<file path="src/rtl/mem_req_bridge.sv">
// Decoupling bridge: buffers CPU load/store requests in a FIFO toward Memory and returns
// load data through a one-entry response register, tracking outstanding loads.
module mem_req_bridge #(
  parameter int unsigned DEPTH           = 4,
  parameter int unsigned MAX_OUTSTANDING = 2,
  parameter int unsigned ADDR_W          = 32,
  parameter int unsigned DATA_W          = 32
) (
  input  logic                    clk,
  input  logic                    rst,
  input  logic [ADDR_W-1:0]       cpu_req_addr,
  input  logic [DATA_W-1:0]       cpu_req_data,
  input  logic [2:0]              cpu_req_mask,
  input  logic                    cpu_req_wr,
  input  logic                    cpu_req_notify,
  output logic                    cpu_req_sync,
  output logic [ADDR_W-1:0]       mem_req_addr,
  output logic [DATA_W-1:0]       mem_req_data,
  output logic [2:0]              mem_req_mask,
  output logic                    mem_req_wr,
  output logic                    mem_req_notify,
  input  logic                    mem_req_sync,
  input  logic [DATA_W-1:0]       mem_rsp_data,
  input  logic                    mem_rsp_notify,
  output logic                    mem_rsp_sync,
  output logic [DATA_W-1:0]       cpu_rsp_data,
  output logic                    cpu_rsp_notify,
  input  logic                    cpu_rsp_sync,
  output logic [$clog2(DEPTH):0]  fifo_count,
  output logic                    err_unexp_rsp
);

  localparam int unsigned PTR_W = $clog2(DEPTH);
  localparam int unsigned CNT_W = PTR_W + 1;
  localparam int unsigned OUT_W = $clog2(MAX_OUTSTANDING + 1);

  typedef struct packed {
    logic [ADDR_W-1:0] addr;
    logic [DATA_W-1:0] data;
    logic [2:0]        mask;
    logic              wr;
  } req_t;

  req_t             fifo_mem [DEPTH];
  req_t             head;
  logic [PTR_W-1:0] wr_ptr;
  logic [PTR_W-1:0] rd_ptr;
  logic [OUT_W-1:0] outstanding;
  logic             rsp_valid;
  logic             full;
  logic             empty;
  logic             load_blocked;
  logic             push;
  logic             pop;
  logic             issue_load;
  logic             rsp_in;
  logic             rsp_out;
  logic             unexp;

  // Handshake decode; all sync/notify outputs are forced low while reset is held.
  always_comb begin
    head           = fifo_mem[rd_ptr];
    full           = (fifo_count == CNT_W'(DEPTH));
    empty          = (fifo_count == '0);
    load_blocked   = !head.wr && (outstanding == OUT_W'(MAX_OUTSTANDING));
    cpu_req_sync   = !rst && !full;
    mem_req_notify = !rst && !empty && !load_blocked;
    mem_rsp_sync   = !rst && (!rsp_valid || cpu_rsp_sync);
    cpu_rsp_notify = rsp_valid;
    mem_req_addr   = head.addr;
    mem_req_data   = head.data;
    mem_req_mask   = head.mask;
    mem_req_wr     = head.wr;
    push           = cpu_req_notify && cpu_req_sync;
    pop            = mem_req_notify && mem_req_sync;
    issue_load     = pop && !head.wr;
    rsp_in         = mem_rsp_notify && mem_rsp_sync;
    rsp_out        = cpu_rsp_notify && cpu_rsp_sync;
    unexp          = rsp_in && (outstanding == '0);
  end

  // Request storage
  always_ff @(posedge clk or posedge rst) begin
    if (rst) begin
      for (int i = 0; i < int'(DEPTH); i++) begin
        fifo_mem[i] <= '0;
      end
    end else if (push) begin
      fifo_mem[wr_ptr] <= '{addr: cpu_req_addr, data: cpu_req_data,
                            mask: cpu_req_mask, wr: cpu_req_wr};
    end
  end

  // Pointers and occupancy; no bypass, so a full FIFO never pushes.
  always_ff @(posedge clk or posedge rst) begin
    if (rst) begin
      wr_ptr     <= '0;
      rd_ptr     <= '0;
      fifo_count <= '0;
    end else begin
      if (push) begin
        wr_ptr <= wr_ptr + PTR_W'(1);
      end
      if (pop) begin
        rd_ptr <= rd_ptr + PTR_W'(1);
      end
      if (push && !pop) begin
        fifo_count <= fifo_count + CNT_W'(1);
      end else if (pop && !push) begin
        fifo_count <= fifo_count - CNT_W'(1);
      end
    end
  end

  // Loads count as outstanding from issue until the CPU takes their data.
  always_ff @(posedge clk or posedge rst) begin
    if (rst) begin
      outstanding <= '0;
    end else if (issue_load && !rsp_out) begin
      outstanding <= outstanding + OUT_W'(1);
    end else if (rsp_out && !issue_load) begin
      outstanding <= outstanding - OUT_W'(1);
    end
  end

  // Response register and sticky unexpected-response flag
  always_ff @(posedge clk or posedge rst) begin
    if (rst) begin
      rsp_valid     <= 1'b0;
      cpu_rsp_data  <= '0;
      err_unexp_rsp <= 1'b0;
    end else begin
      if (unexp) begin
        err_unexp_rsp <= 1'b1;
      end
      if (rsp_in && !unexp) begin
        rsp_valid    <= 1'b1;
        cpu_rsp_data <= mem_rsp_data;
      end else if (rsp_out) begin
        rsp_valid <= 1'b0;
      end
    end
  end

endmodule

</file>
<file path="config.mk">
export PLATFORM = sky130hd
export DESIGN_NAME = mem_req_bridge
export DESIGN_NICKNAME = d
export VERILOG_FILES = /design/src/rtl/mem_req_bridge.sv
export SDC_FILE = /design/constraint.sdc
export NUM_CORES = 1
export LEC_CHECK = 0
export ABC_CLOCK_PERIOD_IN_PS = 33900
export CORE_AREA = 2 2 160 162
export DETAILED_ROUTE_END_ITERATION = 10
export DIE_AREA = 0 0 162 164
export PLACE_DENSITY = 0.93
export SKIP_CTS_REPAIR_TIMING = 1
export SYNTH_ARGS = -nofsm -noshare
export SYNTH_HDL_FRONTEND = slang
export SYNTH_SLANG_ARGS = --single-unit
</file>
<file path="constraint.sdc">
create_clock -name clk -period 33.9 [get_ports clk]
set_input_delay 6.78 -clock clk [delete_from_list [all_inputs] [get_ports clk]]
set_output_delay 6.78 -clock clk [all_outputs]
set_load 0.02 [all_outputs]
</file>
==> results of run 1 <==
==> Yosys cell counts, drive strengths merged <==
cell    count
mux4       67
nor2        5
a31o        1
o21a        1
and3b       1
inv         6
a31oi       1
clkbuf      7
xnor2       4
nand3       1
fa          1
nand2       8
nor2b       1
buf        41
mux2i       3
xor2        4
ha          6
dfrtp     315
nor3b       4
o21ai       2
a21o        1
nor3        1
mux2      305
a21oi       2
==> routing by layer <==
layer / share of wire / up-vias / global-route usage
met4: 0.018 / 0 / 0.0434
met3: 0.057 / 47 / 0.0462
met5: 0 / - / 0
met1: 0.42 / 3909 / 0.276
li1: - / 3331 / -
met2: 0.51 / 184 / 0.363
==> placed cells by master (no fill, tap or decap), types with 4 or more instances in the layout <==
master,instances
sky130_fd_sc_hd__dfrtp_1,313
sky130_fd_sc_hd__mux2_2,300
sky130_fd_sc_hd__clkdlybuf4s50_1,213
sky130_fd_sc_hd__mux4_2,67
sky130_fd_sc_hd__clkbuf_16,31
sky130_fd_sc_hd__clkbuf_8,11
sky130_fd_sc_hd__ha_1,6
sky130_fd_sc_hd__clkinv_2,6
sky130_fd_sc_hd__buf_4,6
sky130_fd_sc_hd__mux2_1,5
sky130_fd_sc_hd__inv_1,5
sky130_fd_sc_hd__nor2_1,5
sky130_fd_sc_hd__clkbuf_1,5
sky130_fd_sc_hd__nand2_4,4
sky130_fd_sc_hd__nand2_1,4
sky130_fd_sc_hd__xor2_1,4
sky130_fd_sc_hd__xnor2_1,4
==> cell type report <==
class,instances,area [um2]
Tap cell,330,413
Clock inverter,11,136
Sequential cell,315,7890
Multi-Input combinational cell,419,5330
Inverter,6,30.0
Timing Repair Buffer,219,2180
Fill cell,1650,7890
Clock buffer,47,946
==> through the flow <==
step                      std cells  cell area [um2]
after floorplan                 788            13500
after global placement         1289            15800
after detailed placement       1289            15800
after CTS                      1347            16900
after global routing           1347            16900
final                          1347            16900
==> worst paths after layout <==
path                                         end  slack [ps]
worst max-delay path                mem_rsp_sync       18750
worst min-delay path               fifo_mem[117]         500
worst max register to register     fifo_count[2]       30390
worst min register to register     fifo_mem[117]         500
max in group asynchronous           fifo_mem[88]       24860
min in group asynchronous       cpu_rsp_data[22]        6970
==> registers in the layout (all words and copies together), names as in the netlist <==
register / flops
cpu_rsp_data: 32
cpu_rsp_notify: 1
err_unexp_rsp: 1
fifo_count: 3
fifo_mem: 272
outstanding: 2
rd_ptr: 2
wr_ptr: 2
==> power by group <==
part           internal (W)  switching, W
registers          0.000565      0.000115
clock network      0.000214      0.000141
logic              0.000470      0.000335
==> cells by family after synthesis <==
kind of cell / count (synthesis)
multiplexers: 375
flip-flops: 315
buffers and inverters: 54
AND/OR/NAND/NOR: 21
AO/OA/AOI/OAI: 8
XOR/XNOR: 8
adder cells (fa/ha/maj): 7
==> results.txt, run 1 <==
Of all nets on the critical path, the largest fanout is 6. Standard cell with the maximum stage delay on the critical path: sky130_fd_sc_hd__clkdlybuf4s50_1. Counting both buffers and inverters, the worst setup path holds a total of 2. In this run the worst hold path is classified as flip-flop to flip-flop. Entering global routing, the biggest net connects 113 pins. The depth of the worst hold-timing path works out to 1. The tools report the core area as 24800 um2. The worst setup path is captured at a primary output. Before CTS, the worst setup slack after placement is 18760 ps. In this run the static leakage power is 7.20 nW.

For the total negative slack, the log shows 0 ps. The share of the synthesized area in the top cell type works out to 0.584. Worst-case clock buffer depth: 3.

Across all layers, the routed design uses 7471 vias. In the final design database the tool counted 1105 nets. Summed over all nets, the half-perimeter wirelength after detailed placement is 16600 um. Setup slack on the critical path of the routed design comes to 18750 ps. After detailed routing, the number of remaining DRC violations is 0. In the final routed layout, each cell accounts on average for 20.3 um. The tools report the later-pin clock latency in the skew report as 550 ps. The tools report the max-capacitance violation count as 0. The actual transition at the worst max-transition pin was 1130 ps.

The kind of cell with the highest combined delay along the critical path is buffers and inverters. The tools report the final max-slew violation count as 0. The delay contributed by the slowest stage of the critical path is 660 ps, and the number of library cell types mapped by synthesis is 30. The first detailed-routing pass ran for 4 iterations. The proportion of synthesized chip area in sequential cells is 0.584.

The critical path crosses 3 cells after its start point. The first global-routing pass estimated 44500 um of wire. The design draws 0.00184 W. In this run the critical register-to-register path is launched from rd_ptr[0]. The area growth from synthesis to layout is 25.3%. The global-route usage over all layers was 0.210. After synthesis, the cell types taking the most area are sky130_fd_sc_hd__dfrtp_1 (58%), sky130_fd_sc_hd__mux2_2 (25%), sky130_fd_sc_hd__mux4_2 (11%). The tools report the number of antenna violations at the first check in global routing as 0.

The logs give 1 for the deepest level of the CTS H-tree and 8370 ps for the data arrival at the endpoint of the critical path. Data on the critical path is required at its endpoint by 27120 ps. The count of input and output buffers is 213, and the compound-gate portion of the synthesized area is 0.00371. Dividing total power by cell area gives a power density of 109 nW/um2. By area, the combinational part of the netlist is dominated by multiplexers.

The count of clock tree sinks was 315; the share of layout cells above drive strength 1 was 0.428. For the post-route core utilization, the log shows 0.682. TritonCTS built the clock tree. The number of warnings issued by yosys was 0; the final wirelength was 27400 um. The synthesized design spends more area on one cell type than any other, namely sky130_fd_sc_hd__dfrtp_1.

The critical path launch point type was a primary input. The logs give 0 for the final hold violation count and 8533 for the via count of the first global-routing pass. Remaining antenna violation count: 0.

The number of buffers created by CTS came out at 31. The clock tree root buffer cell is sky130_fd_sc_hd__clkbuf_16. VDD sags by at most 67.0 uV. The repair_antennas step left the layout with diodes totalling 0. The critical path is of the primary input to primary output type. After global routing the overflow that remains totals 0. The mux share of post-synthesis cell area was 0.368. Among the stages of the critical path, the cell type that occurs most often is sky130_fd_sc_hd__clkdlybuf4s50_1. The run finished with clean final reports.

From left edge to right edge, the die measures 162 um. In this run the core area contains 58 standard-cell rows. The post-route fraction of the period consumed by the critical path was 0.447; the number of cells produced by synthesis was 788. Synthesized area divided by synthesized cell count: 17.1 um2. The die area is 26600 um2.

For the worst clock skew on the final layout, the log shows 10.5 ps. Initial cell density of the core: 0.544. The final weighted congestion in routability-driven placement came out at 0.729.

Vertical die dimension: 164 um. The per-cell via count in the routed design is 5.55, and the count of endpoints failing setup in the final report is 0. The clock transition time at the flip-flop clock pins of the worst setup and hold paths is 60 ps. The synthesized design contains 315 register bits. Setup repair after global routing left no endpoint under its margin. The fraction of the mapped netlist area in adder cells was 0.00704; the count of pins on the block boundary was 214.

The post-synthesis xor/xnor area fraction came out at 0.00519. The logs give 13500 um2 for the summed instance area of the synthesized netlist and 0.249 for the relative max-transition margin. The net count after synthesis is 901.

The first element of the critical path was rst. The first routing iteration left 435 violations. The fraction of the mapped netlist area in simple logic gates came out at 0.00926. The tools report the fmax as 66.0 MHz. For the finished layout, the period the worst path requires is 15150 ps.

The signal on the critical path passes through clkdlybuf4s50_1, a21oi_1, clkdlybuf4s50_1. The tools report the startpoint of the tightest hold check path as fifo_mem[117]. The worst register-to-register path has a depth of 9. Hold is met by 498 ps.
Note: power is estimated with default switching activity, not from simulation.
==> run 2: changes to the inputs <==
- ABC_CLOCK_PERIOD_IN_PS: 33900 -> 13700
- CORE_AREA: 2 2 160 162 -> 2 2 170 172
- DIE_AREA: 0 0 162 164 -> 0 0 172 174
- PLACE_DENSITY: 0.93 -> 0.88
- clock period: 33.9 -> 13.7 ns (I/O delays scaled with it)
==> results.txt, run 2 (synthesis results as in run 1) <==
The actual transition at the worst max-transition pin was 1110 ps (-14.2 ps). The largest registers in the layout are fifo_mem (272), cpu_rsp_data (32), fifo_count (3). Vertical die dimension: 174 um (+6.1%).

For the post-placement cell area, the log shows 15900 um2 (+0.55%). The logs give 0.366 (-0.004) for the sequential fraction of design power and 171 (+51%) for the largest net degree at the start of global routing. The tools report the count of clock tree sinks as 315 (unchanged).

The per-cell via count in the routed design was 5.38 (-3.0%); the worst clock skew on the final layout was 16.6 ps (+6.09 ps). The logs give 0.00147 W (+150%) for the net switching power and 0 (unchanged) for the final hold violation count. The run finished with clean final reports. For the wire length of the first global-routing pass, the log shows 45200 um (+1.6%). The post-route fraction of the period consumed by the critical path was 0.524. The core area was 28200 um2 (+14%). The tools report the standard-cell row count as 62 (+6.9%).

The library cells used most frequently in the layout, excluding fill and tap cells, are sky130_fd_sc_hd__dfrtp_1 (313), sky130_fd_sc_hd__mux2_2 (300), sky130_fd_sc_hd__clkdlybuf4s50_1 (213). The final cell area excluding filler cells came out at 17100 um2 (+1.0%). The count of pins on the block boundary is 214 (unchanged), and the total power divided by cell area is 269 nW/um2 (+150%). The internal portion of total power was 0.00313 W (+150%). The total via count in the routed design is 7561 (+1.2%). TritonCTS built the clock tree. STA classifies the critical path endpoint as a primary output. The run gives 1110 (+0.45%) as the number of nets in the layout. The flip-flop count of the largest register after layout came out at 272 (unchanged).

The largest fanout on the critical path was 6 (unchanged); the later-pin clock latency in the skew report was 500 ps (-50 ps). Data arrival at the endpoint of the critical path: 4440 ps (-3930 ps). The hold-critical path endpoint is err_unexp_rsp. The diode insertion count for antenna repair is 0 (unchanged), and the setup slack of the most critical reg-to-reg path is 11020 ps (-19370 ps).

The number of detailed-routing iterations run before antenna repair is 4 (unchanged). The count of input and output buffers came out at 213 (unchanged). The worst reg-to-reg path cell count works out to 5 (-4). The remaining global-route overflow is 0 (unchanged). The cell sitting at the root of the clock tree is a sky130_fd_sc_hd__clkbuf_16. The reg-to-reg endpoint was fifo_mem[231]. The tools report the first-iteration detailed-routing DRC count as 288 (-34%).

The depth of the worst hold-timing path is 1 (unchanged), and the worst IR drop on VDD is 159 uV (+140%). The die area was 29900 um2 (+13%). Setup repair after global routing left no endpoint under its margin. The final wirelength is 27600 um (+0.84%). The share of layout cells above drive strength 1 was 0.433 (+0.00518).

The deepest level of the CTS H-tree is 2 (+1). The leakage dissipation was 7.26 nW (+0.79%); the detailed placer's ending HPWL was 16800 um (+0.92%). By startpoint and endpoint, the worst setup path is classified as primary input to primary output. For the finished layout, the period the worst path requires is 7180 ps. The final max-slew violation count came out at 0 (unchanged). The clock transition time at the flip-flop clock pins of the worst setup and hold paths came out at 60 ps (about the same).

The tools report the number of buffers created by CTS as 35 (+13%). The area added between synthesis and finish came out at 26.6%. The path class of the tightest hold or removal check is flip-flop to flip-flop. Combinational group share of total power: 0.432 (-0.006). The worst register-to-register path begins at fifo_count[0].

Global-route usage over all layers: 0.191 (-0.0182). The horizontal die dimension was 172 um (+6.2%). The run gives 0 ps (unchanged) as the total negative slack.

The remaining antenna violation count is 0 (unchanged), and the worst-case clock buffer depth is 3 (unchanged). Final weighted congestion in routability-driven placement: 0.729 (about the same). The startpoint of the tightest hold check path is err_unexp_rsp. The logs give 0.202 (+0.009) for the share of total power in the clock network and 139 MHz for the fmax. The worst setup path is launched from a primary input. The run gives 8565 (+0.38%) as the via count of the first global-routing pass. Leaving out fill and tap cells, the most frequent cell in the layout is sky130_fd_sc_hd__dfrtp_1. The count of endpoints failing setup in the final report is 0 (unchanged), and the number of antenna violations at the first check in global routing is 0 (unchanged). The switching portion of total power came out at 0.319 (-0.00188).

The initial cell density of the core was 0.478 (-0.0659). The data required time at the worst endpoint was 10960 ps (-16160 ps). The tools report the remaining design rule violation count as 0 (unchanged). The wire length per cell works out to 19.7 um (-3.3%).

The largest register by flop count was fifo_mem. Relative max-transition margin: 0.259 (+0.00947). The max-capacitance violation count came out at 0 (unchanged).
==> run 2: changes by cell type in the layout (fill, tap and decap cells not counted), sizes merged <==
cell,previous run,this run
clkbuf,47,53
buf,6,7
bufinv,3,0
==> run 2: cell type report <==
cell class / instances / area, um2
clock buffer: 53 / 1130
clock inverter: 8 / 46.3
fill: 2111 / 11100
inverter: 6 / 30.0
multi-input combinational: 419 / 5330
sequential: 315 / 7890
tap: 384 / 480
timing repair buffer: 220 / 2200
==> run 2: per-layer routing <==
metal	routed length, um	up-vias	part of all wire	global-route usage
met5	0	-	0	0
met4	525	0	0.019	0.0504
met3	1450	35	0.052	0.0414
met2	14100	181	0.51	0.328
met1	11600	3998	0.42	0.247
li1	-	3347	-	-
==> run 2: worst max-delay path by stage <==
stage | slack, ps | end | depth (start not counted) | start
final | 6520 | mem_rsp_sync | 3 | rst
after global routing | 6450 | mem_rsp_sync | 3 | rst
after CTS | 6520 | mem_rsp_sync | 3 | rst
after detailed placement | 6560 | mem_rsp_sync | 3 | rst
after global placement | 6570 | mem_rsp_sync | 3 | rst
after floorplan | 2250 | cpu_rsp_data[0] | 1 | rst
==> run 2: power groups by stage <==
stage	combinational (W)	clock (W)	sequential (W)
2_1_floorplan	0.00129	0	0.00163
3_3_place_gp	0.00196	0	0.00166
3_5_place_dp	0.00200	0	0.00170
4_1_cts	0.00201	0.000953	0.00169
5_1_grt	0.00210	0.000992	0.00175
6_report	0.00198	0.000929	0.00168
==> run 2: worst max-delay path: stages <==
cell and delay, ps:
sky130_fd_sc_hd__clkdlybuf4s50_1 670, sky130_fd_sc_hd__a21oi_1 320, sky130_fd_sc_hd__clkdlybuf4s50_1 700
==> run 2: per-stage QoR <==
step	utilization	power (W)	instances	worst slack (ps)	hold WS, ps
2_1_floorplan	-	0.00292	788	2250	456
3_3_place_gp	0.564	0.00362	1344	6570	453
3_5_place_dp	0.564	0.00370	1344	6560	469
4_1_cts	0.606	0.00465	1405	6520	483
5_1_grt	0.606	0.00484	1405	6450	502
6_report	0.606	0.00460	1405	6520	478
